<file path="src/rtl/hex_keypad_entry.sv">
// hex_keypad_entry
//   Scans a 4x4 matrix keypad, debounces presses and releases over whole
//   scans, decodes each accepted key to a hex code and shifts it into a
//   16-bit entry register that feeds the 4-digit display.
//
// Ports:
//   clk        system clock
//   reset      synchronous, active-high reset (overrides clr)
//   row[3:0]   keypad rows, active-low, asynchronous to clk
//   clr        synchronous clear of the entry register
//   col[3:0]   column drive, active-low, exactly one bit low
//   data[15:0] entry register, newest digit in data[3:0]
//   key_code   code of the most recently accepted key
//   key_valid  one-cycle pulse per accepted key
//
// Handshake: key_valid is a single-cycle strobe with no back-pressure; the
// consumer must take key_code/data in the cycle key_valid is high.
//
// Optional build macro KEYPAD_REPEAT_EN: while a key stays held, every 16
// further consecutive scans of that same key re-run the accept action.
// Without it, exactly one accept happens per press/release cycle.
module hex_keypad_entry #(
    parameter int SCAN_DIV       = 4,
    parameter int DEBOUNCE_SCANS = 3
) (
    input  logic        clk,
    input  logic        reset,
    input  logic [3:0]  row,
    input  logic        clr,
    output logic [3:0]  col,
    output logic [15:0] data,
    output logic [3:0]  key_code,
    output logic        key_valid
);

    localparam int DIV_W = $clog2(SCAN_DIV);
    localparam logic [DIV_W-1:0] DIV_LAST = DIV_W'(SCAN_DIV - 1);
    localparam logic [3:0] DB = 4'(DEBOUNCE_SCANS);

    typedef enum logic [1:0] {IDLE, PRESS, HELD, RELEASE} state_t;

    logic [3:0]       row_s1, row_s2;
    logic [DIV_W-1:0] div_cnt;
    logic [1:0]       col_idx;
    logic [11:0]      acc;        // pressed rows of columns 0..2, bit = c*4+r
    logic             last_dwell;
    logic             scan_done;
    logic [15:0]      scan;
    logic             single;
    logic [3:0]       pos;
    logic [3:0]       code;

    state_t           state, state_n;
    logic [3:0]       cnt, cnt_n;
    logic [3:0]       cand, cand_n;
    logic             accept;
    logic [15:0]      data_n;
`ifdef KEYPAD_REPEAT_EN
    logic [3:0]       rep, rep_n;
`endif

    function automatic logic [3:0] key_lookup(input logic [3:0] p);
        // p = {column, row}
        case (p)
            4'h0: key_lookup = 4'h1;  4'h1: key_lookup = 4'h4;
            4'h2: key_lookup = 4'h7;  4'h3: key_lookup = 4'hE;
            4'h4: key_lookup = 4'h2;  4'h5: key_lookup = 4'h5;
            4'h6: key_lookup = 4'h8;  4'h7: key_lookup = 4'h0;
            4'h8: key_lookup = 4'h3;  4'h9: key_lookup = 4'h6;
            4'hA: key_lookup = 4'h9;  4'hB: key_lookup = 4'hF;
            4'hC: key_lookup = 4'hA;  4'hD: key_lookup = 4'hB;
            4'hE: key_lookup = 4'hC;  default: key_lookup = 4'hD;
        endcase
    endfunction

    assign col        = ~(4'b0001 << col_idx);
    assign last_dwell = (div_cnt == DIV_LAST);
    assign scan_done  = last_dwell && (col_idx == 2'd3);
    // Column 3 is folded in straight from the synchronizer so the FSM
    // acts on the same edge as the final sample.
    assign scan       = {~row_s2, acc};
    assign single     = (scan != 16'h0000) && ((scan & (scan - 16'd1)) == 16'h0000);
    assign code       = key_lookup(pos);

    always_comb begin
        pos = 4'h0;
        for (int i = 0; i < 16; i++) begin
            if (scan[i]) pos = 4'(i);
        end
    end

    // Scanner: synchronizer, dwell counter, column counter, row capture.
    always_ff @(posedge clk) begin
        if (reset) begin
            row_s1  <= 4'hF;
            row_s2  <= 4'hF;
            div_cnt <= '0;
            col_idx <= 2'd0;
            acc     <= 12'h000;
        end else begin
            row_s1 <= row;
            row_s2 <= row_s1;
            if (last_dwell) begin
                div_cnt <= '0;
                col_idx <= col_idx + 2'd1;
                case (col_idx)
                    2'd0:    acc[3:0]  <= ~row_s2;
                    2'd1:    acc[7:4]  <= ~row_s2;
                    2'd2:    acc[11:8] <= ~row_s2;
                    default: ;
                endcase
            end else begin
                div_cnt <= div_cnt + 1'b1;
            end
        end
    end

    // Debounce FSM, evaluated once per completed scan.
    always_comb begin
        state_n = state;
        cnt_n   = cnt;
        cand_n  = cand;
        accept  = 1'b0;
`ifdef KEYPAD_REPEAT_EN
        rep_n   = rep;
`endif
        if (scan_done) begin
            case (state)
                IDLE: begin
                    if (single) begin
                        cand_n = pos;
                        if (DB == 4'd1) begin
                            accept  = 1'b1;
                            cnt_n   = 4'd0;
                            state_n = HELD;
`ifdef KEYPAD_REPEAT_EN
                            rep_n   = 4'd0;
`endif
                        end else begin
                            cnt_n   = 4'd1;
                            state_n = PRESS;
                        end
                    end
                end
                PRESS: begin
                    if (single && pos == cand) begin
                        if (cnt + 4'd1 >= DB) begin
                            accept  = 1'b1;
                            cnt_n   = 4'd0;
                            state_n = HELD;
`ifdef KEYPAD_REPEAT_EN
                            rep_n   = 4'd0;
`endif
                        end else begin
                            cnt_n = cnt + 4'd1;
                        end
                    end else if (single) begin
                        cand_n = pos;
                        cnt_n  = 4'd1;
                    end else begin
                        cnt_n   = 4'd0;
                        state_n = IDLE;
                    end
                end
                HELD: begin
                    if (!single) begin
                        if (DB == 4'd1) begin
                            cnt_n   = 4'd0;
                            state_n = IDLE;
                        end else begin
                            cnt_n   = 4'd1;
                            state_n = RELEASE;
                        end
                    end
`ifdef KEYPAD_REPEAT_EN
                    else if (pos == cand) begin
                        if (rep == 4'd15) begin
                            accept = 1'b1;
                            rep_n  = 4'd0;
                        end else begin
                            rep_n = rep + 4'd1;
                        end
                    end else begin
                        rep_n = 4'd0;
                    end
`endif
                end
                default: begin // RELEASE
                    if (!single) begin
                        if (cnt + 4'd1 >= DB) begin
                            cnt_n   = 4'd0;
                            state_n = IDLE;
                        end else begin
                            cnt_n = cnt + 4'd1;
                        end
                    end else begin
                        cnt_n   = 4'd0;
                        state_n = HELD;
`ifdef KEYPAD_REPEAT_EN
                        rep_n   = 4'd0;
`endif
                    end
                end
            endcase
        end

        // Clear first, then shift, so clr+accept leaves only the new digit.
        data_n = clr ? 16'h0000 : data;
        if (accept) data_n = {data_n[11:0], code};
    end

    always_ff @(posedge clk) begin
        if (reset) begin
            state     <= IDLE;
            cnt       <= 4'd0;
            cand      <= 4'd0;
            data      <= 16'h0000;
            key_code  <= 4'h0;
            key_valid <= 1'b0;
`ifdef KEYPAD_REPEAT_EN
            rep       <= 4'd0;
`endif
        end else begin
            state     <= state_n;
            cnt       <= cnt_n;
            cand      <= cand_n;
            data      <= data_n;
            key_valid <= accept;
            if (accept) key_code <= code;
`ifdef KEYPAD_REPEAT_EN
            rep       <= rep_n;
`endif
        end
    end

endmodule

</file>
<file path="config.mk">
export PLATFORM = sky130hd
export DESIGN_NAME = hex_keypad_entry
export DESIGN_NICKNAME = d
export VERILOG_FILES = /design/src/rtl/hex_keypad_entry.sv
export SDC_FILE = /design/constraint.sdc
export NUM_CORES = 1
export LEC_CHECK = 0
export CAP_MARGIN = 20
export CORE_ASPECT_RATIO = 1.4
export CORE_MARGIN = 2
export CORE_UTILIZATION = 45
export DETAILED_ROUTE_END_ITERATION = 8
export GPL_TIMING_DRIVEN = 1
export PLACE_DENSITY = 0.68
export SYNTH_ARGS = -nofsm -noshare
export SYNTH_HDL_FRONTEND = slang
export SYNTH_SLANG_ARGS = --single-unit
</file>
<file path="constraint.sdc">
create_clock -name clk -period 2.3 [get_ports clk]
set_clock_uncertainty 0.05 [all_clocks]
set_input_delay 0.345 -clock clk [delete_from_list [all_inputs] [get_ports clk]]
set_output_delay 0.345 -clock clk [all_outputs]
set_load 0.02 [all_outputs]
</file>
======== After elaboration in Yosys (flattened, before gate mapping) ========
Memories as Yosys holds them, arrays and structs flattened.
Index checks and enable logic that the tools add are counted.
storage, ports and cells
  register bits ........................... 55
  ROM bits ................................ 64
  output and inout port bits .............. 25
  memories kept ........................... 1
memories
  name              depth  bits a word  rd ports  clocked after Yosys merged registers in  write ports  RTL line  RTL
  (name not given)  16     4            1         0                                        0            64        case (p)
cells by class
  add/subtract/negate cells ............... 4
  $lt $le $gt $ge ......................... 1
  equal/unequal tests ..................... 12
  shifts and indexed selects .............. 1
  mux-type cells .......................... 39
  bitwise operators ....................... 3
  reduce and logical (&&, ||, !) cells .... 17
operators with widths
  operator                                                                              count
  4-bit two-way mux                                                                     21
  16-bit two-way mux                                                                    2
  16-bit bitwise AND                                                                    1
  16-bit zero test                                                                      1
  16-bit nonzero test                                                                   1
  16-bit by 1-bit subtractor with 16-bit output (second input constant)                 1
  2-bit two-way mux                                                                     7
  4-bit one-hot mux with 3 select lines                                                 1
  2-bit == test (second input constant)                                                 4
  4-bit inverter                                                                        2
  4-bit one-hot mux with 2 select lines                                                 1
  1-bit two-way mux                                                                     6
  2-bit inequality test (second input constant)                                         3
  3-bit inequality test (second input constant)                                         2
  2-bit one-hot mux with 3 select lines                                                 1
  2-bit AND reduction                                                                   3
  3-bit AND reduction                                                                   2
  6-bit AND reduction                                                                   1
  2-bit by 1-bit adder with 2-bit output (second input constant)                        2
  4-bit by 1-bit adder with 4-bit output (second input constant)                        1
  2-bit by 1-bit == test with 1-bit output (second input constant)                      2
  4-bit == test                                                                         1
  4-bit by 2-bit greater-or-equal comparator with 1-bit output (second input constant)  1
  2-bit zero test                                                                       2
  other kinds (5)                                                                       8

======== Depth between registers and ports, before layout ========
  word-level depth ........................ 21
  gate-level depth with buffers ........... 10
  gate-level depth less buffers ........... 8

======== Worst setup path after synthesis ========
OpenSTA, ideal clock, no wires.
  path kind ............................... flip-flop to flip-flop
  start ................................... register acc[3]
  end ..................................... register cand[2]
  arrival time ............................ 2.285 ns
  data required time ...................... 2.118 ns
  setup slack ............................. -0.167 ns
  stages on the path, launching flop included .. 7
  path buffers ............................ 0
  path through ............................ dfxtp_1 -> or4_4 -> maj3_2 -> o31a_1 -> or4_4 -> nor4_2 -> nor3_1
on the way
  word-level cells in the longest chain between the ends .. 17
  elaborated cells between the ends (all ways) .. 25
  classes of those cells .................. add/sub: 1; eq/ne: 2; mux: 16; bitwise: 1; reduce/logical: 5
RTL lines
  item                                    RTL line  RTL
  start: declaration                      45        logic [11:0] acc;
  start signal: assignment                107       2'd0: acc[3:0] <= ~row_s2;
  4-bit two-way mux (13 in a row)         88        if (scan[i]) pos = 4'(i);
  4-bit == test                           146       if (single && pos == cand) begin
  1-bit logical AND                       146
  2-bit inequality test (no source line)  --
  3-bit AND reduction (no source line)    --
  end signal: assignment                  226       cand <= cand_n;
  end: declaration                        55        logic [3:0] cand, cand_n;
Several ways; a longest one is shown, not always the timed one. The select of a mux whose other input is x is not followed.
A chain may end at the register's enable or synchronous reset.

======== Worst setup path in the final report ========
  start ................................... register acc[3]
  end ..................................... register data[4]
on the way
  word-level cells in the longest chain between the ends .. 19
  elaborated cells between the ends (all ways) .. 24
  classes of those cells .................. add/sub: 1; eq/ne: 1; mux: 17; bitwise: 1; reduce/logical: 4
RTL lines
  item                             RTL line  RTL
  4-bit two-way mux (13 in a row)  88
  4-bit == test                    146
  1-bit logical AND *              146
  1-bit two-way mux *              146
  1-bit two-way mux *              128       case (state)
  1-bit two-way mux *              127       if (scan_done) begin
  16-bit two-way mux *             209       if (accept) data_n = {data_n[11:0], code};
  end signal: assignment           227       data <= data_n;
  end: declaration                 31        output logic [15:0] data,
Mark *: on every way between the ends. The rest lies on a longest branch, timed or not.

==> results.cfg <==
[placed_design]
io_buffers = 31
dp_hpwl_um = 5800
gp_congestion = 0.914
pre_cts_ws_ps = -163

[setup_path]
cp_top_family = simple AND/OR/NAND/NOR gates
cp_max_fo = 10
start_kind = register
critPathMaxStageDelay_ps = 530
reg2reg_from = acc[3]
worstPathCellList = or4_4, maj3_2, o31a_1, inv_2, and4_4, clkbuf_16, nand3_1, a21oi_1
path_class = register to register
critPathBufInv = 2
arrival_ps = 2630
cpMaxStageDelayCell = or4_4
reg2reg_depth = 8
r2r_slack_ps = -140
cp.required_ps = 2490
cp-end-kind = register
worst_r2r_endpoint = data[4]

[floorplanning]
die_h_um = 101
die-area_um2 = 7460
rows = 35
ios = 32
die_w_um = 73.6
core_area_um2 = 6570
start_util_pct = 46.4

[synth]
synth_top_area_cell = dfxtp_1
synth_edf_count = 0
syn_area_per_cell_um2 = 8.33
ys_seq_area_share_pct = 36.1
postSynth.asyncResetShare_pct = 0
yosys.cell_count.top_type = dfxtp_1
synth_seq_cells = 55
yosysWarningCount = 0
syn_nets = 384
syn_inst = 366
netlist_top_cells_count = 55 x dfxtp_1, 30 x a21oi_1, 30 x nor2_1
yosysTopAreaCellShare_pct = 36.1
ys_types = 67
synth_area_leaders = dfxtp_1 36%, a21oi_1 4.9%, ha_1 4.5%
syn_area_um2 = 3050
yosys_most_used_dff = dfxtp_1

[global_route]
grtUsageTotal_pct = 22.1
grt_pass1_wl_um = 13200
grt_pass1_vias = 2934
gr-total-overflow = 0
grt_max_degree = 28
antenna_found_initial = 0

[route]
route.detailed.drc = 0
wl_per_cell_um = 16.7
vias = 3077
finalWirelength_um = 8700
dr.pass1.iters = 4
first_iter_violations = 152
ant_nets = 0
routed_via_density = 5.89

[sta]
setup_tns_ps = -2610
finalHoldViolations = 0
max_slew_margin_pct = 66.9
finalCritPeriodShare_pct = 106
worst_pin_slew_ps = 496
holdWs_ps = 367
drv_slew = 0
setup_violations = 31
rsz0062_at_grt = yes
fin_ws_ps = -140
final.min_clock_period_ps = 2440
fmax_ghz = 0.410

[power_and_ir_drop]
power_w = 0.00197
power_density_nw_per_um2 = 440
peakVddDrop_mv = 0.295
power.leakage_nw = 1.69

[final_layout]
areaGrowthSynthToFinish_pct = 46.7
fin_nets = 465
diodes = 0
drive_above_1_share_pct = 36.8
final_util_pct = 68.1

[clock_tree]
clk_latency_ps = 310
clock-root-buffer = clkbuf_8
cts_buffers = 5
h-tree-depth = 2
clk_pin_slew_worst_paths_ps = 100
cts_tree = yes
clock_path_buffers = 2
cts_sinks = 55

[worst_hold_path]
worstHoldPathType = register to register
min_path_cells = 1
hold_path_startpoint = row_s1[2]
hold_path_end = row_s2[2]

[outcome]
violations = setup timing
status = complete, but fails checks

[job]
drv_cap = 0
-- state kept, by name, indices dropped and copies added (netlist names) --
| register | cells |
|---|---|
| state | 2 |
| key_valid | 1 |
| cand | 4 |
| div_cnt | 2 |
| col_idx | 2 |
| row_s2 | 4 |
| data | 16 |
| cnt | 4 |
| key_code | 4 |
| acc | 12 |
| row_s1 | 4 |
-- metrics by stage --
stage | cells | instance area [um^2]
3_5_place_dp | 504 | 3820
2_1_floorplan | 366 | 3080
4_1_cts | 515 | 4050
3_3_place_gp | 504 | 3820
5_1_grt | 522 | 4470
6_report | 522 | 4470
-- cells by family after synthesis --
kind of cell    after synthesis  share of synthesized area (%)
compound gates              115                           25.5
simple gates                134                           25.0
buf+inv                      43                           6.28
mux                           3                          0.985
fa+ha+maj                    14                           5.54
xor+xnor                      2                          0.575
flops                        55                           36.1
-- power by group --
group	switching [W]	total (W)	leakage, nW	internal (W)
combinational	0.000240	0.000445	1.19	0.000205
clock	0.000321	0.000540	0.0485	0.000219
sequential	0.0000125	0.000983	0.448	0.000971
-- layer usage --
| metal | vias up | routed length (um) | GRT usage (%) |
|---|---|---|---|
| li1 | 1504 | - | - |
| met1 | 1474 | 3300 | 24.1 |
| met2 | 74 | 4850 | 40.9 |
| met3 | 25 | 244 | 3.18 |
| met4 | 0 | 305 | 10.2 |
| met5 | - | 0 | 0 |
-- worst reg2reg max path: stages, from the launching register on --
cell and delay [ps]:
dfxtp_2 330, or4_4 530, maj3_2 310, o31a_1 310
inv_2 120, and4_4 300, clkbuf_16 180, nand3_1 90
a21oi_1 160
-- layout make-up --
cell class	instances	area [um^2]
well taps	74	92.6
flip-flops and latches	55	1110
repair buffers	99	986
fillers	511	2090
multi-input cells	268	2120
inverters	18	67.6
clock inverters	3	22.5
clock buffers	5	68.8
-- layout by cell type, fill, tap and decap left out, types with 10 or more instances in the layout --
cell / n
buf_4: 49
dfxtp_1: 46
clkdlybuf4s50_1: 31
nor2_1: 29
a21oi_1: 20
inv_1: 17
nand3_1: 13
a211oi_1: 12
or2_2: 11
ha_1: 11
nand2_1: 10
a21oi_2: 10
o21ai_1: 10
buf_6: 10
-- how the worst max path moves through the flow --
stage / start / end / slack (ps) / cells past startpoint
floorplan: acc[3] / state[1] / -140 / 7
global placement: acc[3] / cand[2] / -160 / 8
detailed placement: acc[3] / state[0] / -160 / 9
CTS: acc[3] / cand[2] / -110 / 8
global route: acc[3] / data[4] / -240 / 9
finish: acc[3] / data[4] / -140 / 8
-- timing repair --
action                     4_1_cts  5_1_grt
gates cloned                     0        5
gates resized for setup         44       60
buffers inserted                 3        2
hold endpoints to repair         0        0
setup endpoints to repair       31       31
hold buffers                     0        0
pin swaps                       16       21
No activity file was read; power rests on OpenSTA's default activity.
